<file path="config.mk">
export PLATFORM = sky130hd
export DESIGN_NAME = alu_share_arbiter
export DESIGN_NICKNAME = d
export VERILOG_FILES = /design/src/rtl/alu_share_arbiter.sv
export SDC_FILE = /design/constraint.sdc
export NUM_CORES = 1
export LEC_CHECK = 0
export ABC_AREA = 1
export BUFFER_PORTS_ARGS = -buffer_cell sky130_fd_sc_hd__buf_2
export CORE_AREA = 2 2 114 116
export DETAILED_ROUTE_END_ITERATION = 10
export DIE_AREA = 0 0 116 118
export HOLD_SLACK_MARGIN = 0.08
export PLACE_DENSITY_LB_ADDON = 0.2
export SLEW_MARGIN = 10
export SYNTH_ARGS = -nofsm -noshare
export SYNTH_HDL_FRONTEND = slang
export SYNTH_SLANG_ARGS = --single-unit
</file>
<file path="constraint.sdc">
create_clock -name clk -period 1.95 [get_ports clk]
set_input_delay 0.39 -clock clk [delete_from_list [all_inputs] [get_ports clk]]
set_output_delay 0.39 -clock clk [all_outputs]
set_load 0.1 [all_outputs]
</file>
<file path="src/rtl/alu_share_arbiter.sv">
// alu_share_arbiter: round-robin sharing of one external multicycle ALU
// between two requesters. Each requester has a valid/ready request channel
// and a valid/ready response channel. The operand/select lines driven to
// the ALU are registered. The ALU result is captured after a latency that
// depends on the op.
module alu_share_arbiter #(
   parameter int W      = 32,
   parameter int LAT    = 1,
   parameter int MD_LAT = 4,
   parameter int CNT_W  = 16
) (
   input  logic               clk,
   input  logic               rst_n,
   input  logic [1:0]         req_valid,
   output logic [1:0]         req_ready,
   input  logic [2*W-1:0]     req_a,
   input  logic [2*W-1:0]     req_b,
   input  logic [7:0]         req_op,
   output logic [1:0]         rsp_valid,
   input  logic [1:0]         rsp_ready,
   output logic [W-1:0]       rsp_data,
   output logic [W-1:0]       alu_a,
   output logic [W-1:0]       alu_b,
   output logic [3:0]         alu_sel,
   input  logic [W-1:0]       alu_res,
   output logic               busy,
   output logic [CNT_W-1:0]   ops_done
);

   // The latency counter only has to hold the longest latency minus one.
   localparam int MAX_LAT = (LAT > MD_LAT) ? LAT : MD_LAT;
   localparam int CW      = (MAX_LAT > 1) ? $clog2(MAX_LAT) : 1;

   typedef enum logic [1:0] {
      IDLE = 2'd0,
      EXEC = 2'd1,
      RESP = 2'd2
   } state_t;

   state_t          state;
   state_t          state_nx;
   logic            last_grant;   // requester granted most recently
   logic            gid;          // requester owning the in-flight op
   logic            grant;        // requester that would win this cycle
   logic [CW-1:0]   cnt;
   logic [W-1:0]    sel_a;
   logic [W-1:0]    sel_b;
   logic [3:0]      sel_op;
   logic [CW-1:0]   lat_init;

   // Round-robin pick plus the granted requester's payload and its latency.
   always_comb begin
      grant = req_valid[1];
      if (req_valid == 2'b11) grant = ~last_grant;
      sel_a    = grant ? req_a[W +: W]  : req_a[0 +: W];
      sel_b    = grant ? req_b[W +: W]  : req_b[0 +: W];
      sel_op   = grant ? req_op[4 +: 4] : req_op[0 +: 4];
      // mul and div take the long path through the ALU.
      lat_init = ((sel_op == 4'd2) || (sel_op == 4'd3)) ? CW'(MD_LAT - 1)
                                                         : CW'(LAT - 1);
   end

   // State register.
   always_ff @(posedge clk or negedge rst_n) begin
      // NOTE: sequential state is written with non-blocking assignments so
      // every register samples its inputs from before the edge.
      if (!rst_n) state <= IDLE;
      else        state <= state_nx;
   end

   // Next-state and handshake outputs.
   always_comb begin
      // NOTE: every output gets a default before the case so no path leaves
      // one unassigned, which would otherwise infer a latch.
      state_nx  = state;
      req_ready = 2'b00;
      rsp_valid = 2'b00;
      busy      = 1'b0;
      case (state)
         IDLE: begin
            if (req_valid != 2'b00) begin
               req_ready[grant] = 1'b1;
               state_nx         = EXEC;
            end
         end
         EXEC: begin
            busy = 1'b1;
            if (cnt == '0) state_nx = RESP;
         end
         RESP: begin
            busy           = 1'b1;
            rsp_valid[gid] = 1'b1;
            if (rsp_ready[gid]) state_nx = IDLE;
         end
         default: state_nx = IDLE;
      endcase
   end

   // Datapath: operand launch, latency countdown, result capture, op count.
   always_ff @(posedge clk or negedge rst_n) begin
      if (!rst_n) begin
         alu_a      <= '0;
         alu_b      <= '0;
         alu_sel    <= '0;
         gid        <= 1'b0;
         last_grant <= 1'b1;
         cnt        <= '0;
         rsp_data   <= '0;
         ops_done   <= '0;
      end else begin
         case (state)
            IDLE: begin
               if (req_valid != 2'b00) begin
                  alu_a      <= sel_a;
                  alu_b      <= sel_b;
                  alu_sel    <= sel_op;
                  gid        <= grant;
                  last_grant <= grant;
                  cnt        <= lat_init;
               end
            end
            EXEC: begin
               if (cnt != '0) cnt      <= cnt - 1'b1;
               else           rsp_data <= alu_res;
            end
            RESP: begin
               if (rsp_ready[gid]) ops_done <= ops_done + 1'b1;
            end
            default: ;
         endcase
      end
   end

endmodule

</file>
# Word-level counts from Yosys, hierarchy flattened
# Index checks and enable logic that the tools add are counted.
[word_totals]
reg_bits = 122
latchBits = 0
ram_bits = 0
mem_bits_ro = 0
in_bits = 174
out_inout_bits = 121
elab_cells = 62
mem_count = 0
[classes]
add_sub_neg = 2
mul = 0
div_mod_pow = 0
order_cmp = 4
eq_ne = 9
shift = 0
muxes = 22
bitwise_logic = 2
reduce_logical = 14
[ops]
columns = ["cell", "count"]
rows = [
  ["$mux W32", 2],
  ["$mux W2", 9],
  ["$add A16 B1 Y16 const B", 1],
  ["$eq A4 B2 Y1 const B", 2],
  ["$ne A2 B2 Y1 const B", 4],
  ["$mux W1", 6],
  ["$pmux W2 S3", 1],
  ["$reduce_and A2 Y1", 3],
  ["$reduce_and A3 Y1", 2],
  ["$reduce_bool A2 Y1", 3],
  ["$eq A2 B2 Y1 const B", 2],
  ["$logic_not A2 Y1", 2],
  ["$lt A1 B2 Y1 const B", 2],
  ["$mux W4", 1],
  ["$pmux W2 S2", 1],
  ["$demux W1 S1", 2],
  ["$eq A2 B1 Y1 const B", 1],
  ["$ge A1 B1 Y1 const B", 2],
  ["$logic_and A1 B1 Y1", 2],
  ["$not A1 Y1", 2],
  ["$reduce_or A2 Y1", 1],
  ["$sub A2 B1 Y2 const B", 1],
  ["$logic_or A1 B1 Y1", 1],
]

# Logic depth before layout (Yosys ltp)
# Gate-level depths: netlist of run 1.
[logic_depth]
ltp_word = 8
mapped_depth = 10
ltp_nobuf = 9

# Least setup slack after synthesis of run 1
# No wires, ideal clock.
[synth_path]
path_kind = "reg2out"
startpoint = "register state[0]"
endpoint = "output rsp_valid[0]"
t_arrival_ps = 1993
t_required_ps = 1560
path_slack_ps = -433
path_stages_with_launch = 5
path_buffers = 0
cell_sequence = "dfrtp_1 > inv_1 > ha_1 > inv_1 > nor2_1"
[synth_between]
elab_chain_len = 2
[synth_lines]
columns = ["element", "line", "rtl"]
rows = [
  ["start: declaration", "40", "state_t state;"],
  ["start signal: assignment", "68", "else state <= state_nx;"],
  ["$eq A2 B2 Y1", "79", "case (state)"],
  ["$mux W2", "79", ""],
  ["end: declaration", "19", "output logic [1:0] rsp_valid,"],
]
# Every way passes these cells.

# Worst setup path in the final report of run 1
[layout_path]
startpoint = "register last_grant"
endpoint = "output req_ready[1]"
[layout_between]
elab_chain_len = 8
word_cells_on_any_way = 9
classes_between = "order compare: 2; mux: 5; bitwise: 1; reduce/logical: 1"
[layout_lines]
columns = ["element", "line", "rtl"]
rows = [
  ["start: declaration", "42", "logic last_grant;"],
  ["start signal: assignment", "118", "last_grant <= grant;"],
  ["$not A1 Y1 (*)", "54", "if (req_valid == 2'b11) grant = ~last_grant;"],
  ["$mux W1 (*)", "54", ""],
  ["$lt A1 B2 Y1 (implied by the code) or $ge A1 B1 Y1 (tied branches)", "82", "req_ready[grant] = 1'b1;"],
  ["$logic_and A1 B1 Y1 (implied by the code)", "82", ""],
  ["$mux W1 (implied by the code)", "82", ""],
  ["$demux W1 S1 (*)", "82", ""],
  ["$mux W2 (*)", "81", "if (req_valid != 2'b00) begin"],
  ["$mux W2 (*)", "79", ""],
  ["end: declaration", "15", "output logic [1:0] req_ready,"],
]
# Mark *: on every way between the ends. The rest lies on a longest branch, timed or not.

==> impl_metrics.tcl, run 1 <==
set metrics [dict create \
    die_h_um 118 \
    critPathKind "reg -> out" \
    worst_slew_pin_slew_ns 0.5153 \
    firstDrtPassIters 4 \
    dieArea_um2 13690 \
    viasPerCell 4.750 \
    routed_wl_mm 16.21 \
    dp.cells 1135 \
    top_layer_used "met5" \
    slew_viol_final 0 \
    worst_skew_pair.late_latency_ns 0.41 \
    antenna_found_initial 1 \
    finClkSkew_ns 0.005247 \
    grt_use_total 0.2394 \
    dieWidth_um 116 \
    cp_max_fo 4 \
    synth-edff-count 0 \
    synth_warnings 0 \
    grt_overflow 0 \
    ys_top_cells_by_area "dfrtp_1 (55%), nand2_1 (21%), o21ai_0 (5.2%), nand3_1 (4.1%), nor2_1 (4.0%)" \
    slowest_stage "dfstp_2" \
    synth_ff_type "dfrtp_1" \
    grt_pass1_vias 5375 \
    synth-async-reset-ratio 1.000 \
    rsz0062_at_grt "yes" \
    hold_viol 0 \
    max_freq_mhz 529.9 \
    synth_top_area_frac 0.5520 \
    initial_core_util 0.4418 \
    fillCellCount 1134 \
    post-synth-top-count-cell "nand2_1" \
    multi_input_area_um2 2202 \
    relSlewSlack 0.6588 \
    cts_root_buf "clkbuf_16" \
    ys_seq_area_frac 0.5568 \
    maxCapViolations 0 \
    fin_crit_ns 1.887 \
    dr_wl_met3_mm 1.285 \
    hold_path_depth 3 \
    drc 0 \
    crit_path_end_kind "output port" \
    area_growth_pct 45.30 \
    final_nets 1172 \
    synth.distinct_cells 25 \
    outcome "finished, final reports clean" \
    holdCritStartpoint "alu_res[23]" \
    drt-initial-drc-count 297 \
    slowest_delay_ns 0.53 \
    timing.rr.start "last_grant$_DFFE_PN1P_" \
    final_cells 1177 \
    portBuffers 294 \
    startpoint_type "flop" \
    synth-seq-cells 122 \
    synth_nets 865 \
    ios 295 \
    vias 5591 \
    final-seq-area_um2 3057 \
    final_util 0.6420 \
    cpMostUsedCell "nand2_2" \
    setup_slack_ns 0.06293 \
    reg2regPathDepth 8 \
    syn_area_per_cell_um2 8.008 \
    htreeDepth 4 \
    cts_made_buffers 17 \
    num_antenna_cells 0 \
    netlist_area_um2 5485 \
    dp_hpwl_mm 11.73 \
    grt_pass1_wl_mm 25.85 \
    syn_inst 685 \
    period_share 0.9677 \
    required_ns 1.56 \
    cts_tree "done" \
    arrival_ns 1.50 \
    clock_path_buffers 2 \
    hold_class "in -> reg" \
    r2r_slack_ns 0.37 \
    pre_cts_ws_ns 0.2604 \
    route.layer.met1.wl_mm 6.683 \
    rows 41 \
    clkTransAtPathRegs_ns 0.06 \
    worstPathCellList "nand2_2, nand2_2, inv_2, nand2_2, inv_2, buf_12" \
    fp.coreArea_um2 12410 \
    finalSetupViolCount 0 \
    drt-wirelength-per-cell_um 13.77 \
    routabilityCongestion 0.8227 \
    ant_nets 0 \
    synth_top_area_cell "dfrtp_1" \
    wl_met2_mm 7.837 \
    r2r-end "cnt[0]$_DFFE_PN0P_" \
    clock-sinks 122 \
    min_to "rsp_data[23]$_DFFE_PN0P_" \
    drive_gt1_frac 0.3652 \
    grt_max_degree 69 \
    ys_top_cells_by_count "nand2_1 (308), dfrtp_1 (121), nor2_1 (58)" \
]
[kinds of logic (layout without fill, tap and decap cells)]
kind of cell,count (synthesis),after routing,share of synthesized area
AOI/OAI and AO/OA,72,72,0.06820
DFF,122,122,0.5568
and+or+nand+nor,418,418,0.3000
xor gates and xnor gates,8,8,0.01277
buffers and inverters,59,379,0.04858
adders and majority gates,6,6,0.01369
[layout by cell type, fill, tap and decap left out, types with 2 or more instances in the layout]
| cell type | synthesis | final |
|---|---|---|
| buf_12 | 0 | 7 |
| a31oi_1 | 2 | 2 |
| o21ai_1 | 9 | 9 |
| buf_2 | 11 | 288 |
| dfrtp_2 | 0 | 2 |
| nand3b_1 | 2 | 2 |
| xor2_1 | 6 | 6 |
| nor2_1 | 58 | 57 |
| clkinvlp_4 | 0 | 3 |
| nand2_2 | 2 | 5 |
| a21boi_0 | 2 | 2 |
| nand3_1 | 45 | 45 |
| inv_2 | 3 | 5 |
| nand4_1 | 2 | 2 |
| buf_4 | 6 | 22 |
| clkinv_2 | 0 | 4 |
| o21ai_0 | 57 | 57 |
| dfrtp_1 | 121 | 119 |
| nand2_1 | 308 | 305 |
| ha_1 | 6 | 4 |
| inv_1 | 26 | 23 |
| xnor2_1 | 2 | 2 |
| clkbuf_8 | 0 | 2 |
| clkbuf_16 | 0 | 17 |
| bufinv_16 | 0 | 4 |
[per-stage QoR]
step / cell area [µm²] / hold WS (ns) / setup TNS [ns]
floorplan: 5490 / 0.09441 / 0
global placement: 7232 / 0.3240 / 0
detailed placement: 7232 / 0.3206 / 0
CTS: 7920 / 0.1551 / -0.003279
global route: 7970 / 0.1650 / -0.01285
finish: 7970 / 0.1705 / 0
[area by class of cell]
cell class                      instances  share of cell area
Timing Repair Buffer                  318              0.2204
Clock inverter                         12             0.02151
Clock buffer                           20             0.05730
Inverter                               29             0.01397
Multi-Input combinational cell        504              0.2763
Sequential cell                       122              0.3835
Tap cell                              172             0.02700
[how the worst max path moves through the flow]
stage                                  startpoint                       end  cells past startpoint
after CTS                    state[1]$_DFFE_PN0P_              req_ready[0]                      7
after detailed placement     state[0]$_DFFE_PN0P_              req_ready[1]                      5
after global placement       state[0]$_DFFE_PN0P_              req_ready[0]                      7
after floorplan           ops_done[2]$_DFFE_PN0P_  ops_done[10]$_DFFE_PN0P_                      7
final                      last_grant$_DFFE_PN1P_              req_ready[1]                      6
after global routing         state[1]$_DFFE_PN0P_              rsp_valid[0]                      5
[what timing repair did]
item,4_1_cts,5_1_grt
setup endpoints to repair,4,3
buffers inserted,4,5
hold endpoints to repair,21,0
gates cloned,0,0
hold buffers,1,0
pin swaps,0,2
resized for setup,8,4
[worst max-delay path: cells and delay by family, from the launching register on]
| kind | cells | cell delay (ns) |
|---|---|---|
| buf+inv | 3 | 0.30 |
| flops | 1 | 0.53 |
| simple gates | 3 | 0.27 |
[sequential cells by signal (all words and copies together), names as in the netlist, 2 cells and up]
name / flops
alu_b: 32
ops_done: 16
cnt: 2
state: 2
alu_sel: 4
rsp_data: 32
alu_a: 32
[per-layer routing]
layer / GRT usage / up-vias
li1: - / 2773
met1: 0.2860 / 2560
met2: 0.3966 / 218
met3: 0.07621 / 38
met4: 0.09673 / 2
met5: 0 / -
Power of run 1 is left out: the tool's default activity adds up to more than one toggle a clock period on the data nets, which glitch-free logic cannot reach.
==> inputs of run 2 (changes only) <==
--- a/config.mk
+++ b/config.mk
@@ -6,10 +6,9 @@
 export NUM_CORES = 1
 export LEC_CHECK = 0
 export ABC_AREA = 1
-export BUFFER_PORTS_ARGS = -buffer_cell sky130_fd_sc_hd__buf_2
-export CORE_AREA = 2 2 114 116
+export BUFFER_PORTS_ARGS = -buffer_cell sky130_fd_sc_hd__buf_4
+export CORE_UTILIZATION = 41
 export DETAILED_ROUTE_END_ITERATION = 10
-export DIE_AREA = 0 0 116 118
 export HOLD_SLACK_MARGIN = 0.08
 export PLACE_DENSITY_LB_ADDON = 0.2
 export SLEW_MARGIN = 10
==> constraint.sdc (replaced) <==
create_clock -name clk -period 1.6 [get_ports clk]
set_input_delay 0.16 -clock clk [delete_from_list [all_inputs] [get_ports clk]]
set_output_delay 0.16 -clock clk [all_outputs]
set_load 0.1 [all_outputs]
==> impl_metrics.tcl, run 2 (synthesis gave the netlist of run 1 again) <==
set metrics [dict create \
    arrival_ns 1.51 \
    final_nets 1351 \
    outcome "finished with violations" \
    rows 41 \
    cp_max_fo 4 \
    maxCapViolations 0 \
    slowest_delay_ns 0.53 \
    grt_overflow 0 \
    clock-sinks 122 \
    portBuffers 294 \
    routed_wl_mm 23.22 \
    critPathKind "reg -> out" \
    required_ns 1.44 \
    cts_tree "done" \
    grt_pass1_wl_mm 36.20 \
    max_freq_mhz 600.5 \
    slowest_stage "dfstp_2" \
    hold_viol 0 \
    hold_class "in -> reg" \
    clock_path_buffers 2 \
    ant_nets 0 \
    drc 0 \
    routabilityCongestion 0.8466 \
    final_cell_mix "buf_4 (312), nand2_1 (302), dlygate4sd3_1 (166)" \
    drt-initial-drc-count 475 \
    dieArea_um2 13850 \
    drt-wirelength-per-cell_um 17.10 \
    antenna_found_initial 1 \
    slew_viol_final 0 \
    setup_slack_ns -0.06526 \
    die_h_um 117.7 \
    final_cells 1358 \
    final_common_cell "buf_4" \
    cts_root_buf "clkbuf_16" \
    htreeDepth 4 \
    grt_pass1_vias 7198 \
    initial_core_util 0.4277 \
    startpoint_type "flop" \
    viasPerCell 5.105 \
    period_share 1.041 \
    fp.coreArea_um2 12820 \
    dp_hpwl_mm 12.03 \
    drive_gt1_frac 0.3429 \
    reg_top3 "alu_a: 32 flops, alu_b: 32 flops, rsp_data: 32 flops" \
    multi_input_area_um2 2240 \
    fin_crit_ns 1.665 \
    firstDrtPassIters 6 \
    worst_slew_pin_slew_ns 0.3381 \
    area_growth_pct 93.20 \
    worst_skew_pair.late_latency_ns 0.42 \
    finClkSkew_ns 0.006653 \
    cts_made_buffers 17 \
    grt_max_degree 51 \
    cpMostUsedCell "nand2_2" \
    final-seq-area_um2 3078 \
    finalSetupViolCount 3 \
    rsz0062_at_grt "yes" \
    ios 295 \
    dp.cells 1138 \
    vias 6932 \
    worstPathCellList "nand2_1, nand2_2, inv_2, nand2_2, inv_4, buf_12" \
    dieWidth_um 117.7 \
    grt_use_total 0.3346 \
    fillCellCount 690 \
    clkTransAtPathRegs_ns 0.06 \
    relSlewSlack 0.7746 \
    violations "negative setup slack" \
    crit_path_end_kind "output port" \
]
run 2: cell count changes in the layout (fill, tap and decap cells not counted), sizes merged, moves of 2 or more:
| cell | before | now |
|---|---|---|
| clkinvlp | 3 | 6 |
| diode | 0 | 2 |
| dlygate4sd3 | 1 | 166 |
| buf | 317 | 329 |
| clkinv | 5 | 7 |
run 2: worst max-delay path, delay by kind of cell, from the launching register on:
| kind | cells | cell delay [ns] |
|---|---|---|
| flops | 1 | 0.53 |
| simple gates | 3 | 0.28 |
| buf+inv | 3 | 0.27 |
run 2: final timing paths:
check                                        startpoint                        to  slack [ns]  depth (start not counted)
worst max-delay path             last_grant$_DFFE_PN1P_              req_ready[1]       -0.07                          6
worst min-delay path                          req_a[11]     alu_a[11]$_DFFE_PN0P_        0.11                          3
worst max register to register     state[1]$_DFFE_PN0P_        cnt[0]$_DFFE_PN0P_        0.07                          9
worst min register to register  rsp_data[7]$_DFFE_PN0P_   rsp_data[7]$_DFFE_PN0P_        0.48                          2
max in group asynchronous                         rst_n    last_grant$_DFFE_PN1P_        0.88                          3
min in group asynchronous                         rst_n  ops_done[15]$_DFFE_PN0P_        0.16                          2
run 2: layout make-up:
type                       instances  share of cell area
antenna                            2           0.0004723
clock buffer                      17             0.04014
clock inverter                    15             0.01676
inverter                          29             0.01086
multi-input combinational        504              0.2113
sequential                       122              0.2904
tap                              172             0.02031
timing repair buffer             497              0.4097
run 2: what timing repair did:
| action | in CTS | in global routing |
|---|---|---|
| pin swaps | 4 | 5 |
| resized for setup | 27 | 19 |
| hold buffers | 166 | 0 |
| gates cloned | 0 | 2 |
| endpoints found under the setup margin | 6 | 57 |
| hold endpoints to repair | 220 | 0 |
| buffers inserted | 11 | 7 |
run 2: layer usage:
metal  vias to the layer above  share of wire  track usage
li1                       3125              -            -
met1                      3257           0.35       0.3520
met2                       433           0.51       0.5890
met3                       117          0.076      0.08672
met4                         0          0.058       0.2188
met5                         -              0            0
run 2: through the flow:
step	hold slack [ns]	TNS, ns	util	setup WS, ns	instance area (µm²)
2_1_floorplan	-0.1356	-0.08896	-	-0.08896	5529
3_3_place_gp	0.04373	0	0.6239	0.09317	8001
3_5_place_dp	0.04485	0	0.6239	0.03271	8001
4_1_cts	0.1004	-0.2165	0.8143	-0.08085	10440
5_1_grt	0.1373	-0.4930	0.8261	-0.1421	10600
6_report	0.1101	-0.1849	0.8263	-0.06526	10600
Power of run 2 is left out for the same reason.
==> inputs of run 3 (changes only) <==
--- a/config.mk
+++ b/config.mk
@@ -7,9 +7,11 @@
 export LEC_CHECK = 0
 export ABC_AREA = 1
 export BUFFER_PORTS_ARGS = -buffer_cell sky130_fd_sc_hd__buf_4
-export CORE_UTILIZATION = 41
+export CORE_UTILIZATION = 42
+export CTS_BUF_LIST = sky130_fd_sc_hd__clkbuf_8
 export DETAILED_ROUTE_END_ITERATION = 10
 export HOLD_SLACK_MARGIN = 0.08
+export MAX_ROUTING_LAYER = met4
 export PLACE_DENSITY_LB_ADDON = 0.2
 export SLEW_MARGIN = 10
 export SYNTH_ARGS = -nofsm -noshare
==> impl_metrics.tcl, run 3 (synthesis gave the netlist of run 1 again) <==
set metrics [dict create \
    outcome "finished with violations" \
    r2r-end "alu_a[3]$_DFFE_PN0P_" \
    rows 41 \
    slowest_stage "dfrtp_1" \
    finalSetupViolCount 3 \
    setup_slack_ns -0.06993 \
    maxCapViolations 0 \
    finClkSkew_ns 0.01586 \
    final_cell_area_um2 10470 \
    grt_pass1_wl_mm 32.24 \
    reg_top3 "alu_a: 32 flops, alu_b: 32 flops, rsp_data: 32 flops" \
    ant_nets 0 \
    clock_path_buffers 2 \
    area_growth_pct 90.78 \
    final-seq-area_um2 3078 \
    startpoint_type "flop" \
    timing.rr.start "state[0]$_DFFE_PN0P_" \
    vias 6813 \
    dpl_cell_area_um2 8069 \
    drt-initial-drc-count 448 \
    clkTransAtPathRegs_ns 0.07 \
    worstPathCellList "buf_6, ha_4, buf_6, nand2_4, inv_4, buf_12" \
    hold_class "in -> reg" \
    worst_slew_pin_slew_ns 0.3683 \
    initial_core_util 0.4329 \
    drive_gt1_frac 0.3389 \
    dieWidth_um 116.3 \
    grt_max_degree 41 \
    period_share 1.044 \
    crit_path_end_kind "output port" \
    cp_max_fo 3 \
    critPathKind "reg -> out" \
    routed_wl_mm 22.22 \
    required_ns 1.44 \
    violations "negative setup slack" \
    final_common_cell "buf_4" \
    cp_top_family "buffers and inverters" \
    drt-wirelength-per-cell_um 16.30 \
    slew_viol_final 0 \
    slowest_delay_ns 0.40 \
    cts_root_buf "clkbuf_8" \
    arrival_ns 1.51 \
    fillCellCount 705 \
    cts_tree "done" \
    path_buf_inv 4 \
    grt_use_total 0.3249 \
    die_h_um 116.3 \
    min_to "alu_sel[1]$_DFFE_PN0P_" \
    multi_input_area_um2 2258 \
    final_nets 1356 \
    hold_viol 0 \
    worst_skew_pair.late_latency_ns 0.44 \
    cpMostUsedCell "buf_6" \
    final_cell_mix "buf_4 (312), nand2_1 (302), dlygate4sd3_1 (170)" \
    relSlewSlack 0.7545 \
    fp.coreArea_um2 12670 \
    htreeDepth 4 \
    grt_pass1_vias 6849 \
    routabilityCongestion 0.8167 \
    holdCritStartpoint "req_op[5]" \
    cts_made_buffers 17 \
    portBuffers 294 \
    antenna_found_initial 1 \
    hold_path_depth 4 \
    dieArea_um2 13520 \
    firstDrtPassIters 5 \
    reg2regPathDepth 9 \
    crit_cells 6 \
    r2r_slack_ns 0.04 \
    fin_crit_ns 1.670 \
    ios 295 \
    max_freq_mhz 598.8 \
    viasPerCell 4.999 \
    clock-sinks 122 \
    rsz0062_at_grt "yes" \
    dp_hpwl_mm 11.88 \
    grt_overflow 0 \
    drc 0 \
]
[run 3: changes by cell type in the layout (fill, tap and decap cells not counted), sizes merged]
cell	before	now
dlygate4sd3	166	170
inv	28	32
bufinv	3	2
buf	329	330
clkbuf	19	22
clkinvlp	6	0
[run 3: metal layers]
layer  share of wire  global-route usage
met5               0                   -
met4           0.047              0.1940
met3           0.072             0.08407
met2            0.52              0.5495
met1            0.36              0.3411
[run 3: metrics by stage]
step | hold slack [ns] | setup TNS (ns) | cells | setup WS [ns] | utilization
floorplan | -0.1356 | -0.08896 | 685 | -0.08896 | -
global placement | 0.1025 | 0 | 1142 | 0.07696 | 0.6368
detailed placement | 0.1015 | 0 | 1142 | 0.01099 | 0.6368
CTS | 0.1116 | -0.3025 | 1356 | -0.09738 | 0.8173
global route | 0.1564 | -0.5246 | 1362 | -0.1545 | 0.8257
finish | 0.1593 | -0.1857 | 1363 | -0.06993 | 0.8259
[run 3: final cells by class]
cell class              count  share of cell area
repair buffers            502              0.4215
flip-flops and latches    122              0.2941
multi-input cells         504              0.2158
clock buffers              20             0.02630
well taps                 172             0.02056
inverters                  29             0.01112
clock inverters            12             0.01016
diodes                      2           0.0004782
[run 3: repair_timing]
item	CTS	global route
endpoints found under the hold margin	222	0
resized for setup	32	21
gates cloned	0	3
hold buffers	170	0
setup endpoints to repair	5	70
pin swaps	5	3
buffers inserted	12	3
[run 3: worst reg2reg max path: cells and delay by family (launching register included)]
family / cells / cell delay (ns)
DFF: 1 / 0.39
AOI/OAI and AO/OA: 3 / 0.35
adders and majority gates: 1 / 0.17
buffers and inverters: 5 / 0.55
[run 3: how the worst max path moves through the flow]
| stage | from | to | slack (ns) |
|---|---|---|---|
| final | state[1]$_DFFE_PN0P_ | rsp_valid[1] | -0.07 |
| after global routing | state[0]$_DFFE_PN0P_ | req_ready[0] | -0.15 |
| after CTS | state[0]$_DFFE_PN0P_ | req_ready[0] | -0.1 |
| after detailed placement | state[0]$_DFFE_PN0P_ | req_ready[1] | 0.01 |
| after global placement | state[0]$_DFFE_PN0P_ | req_ready[1] | 0.08 |
| after floorplan | state[0]$_DFFE_PN0P_ | rsp_valid[0] | -0.09 |
Power of run 3 is left out for the same reason.
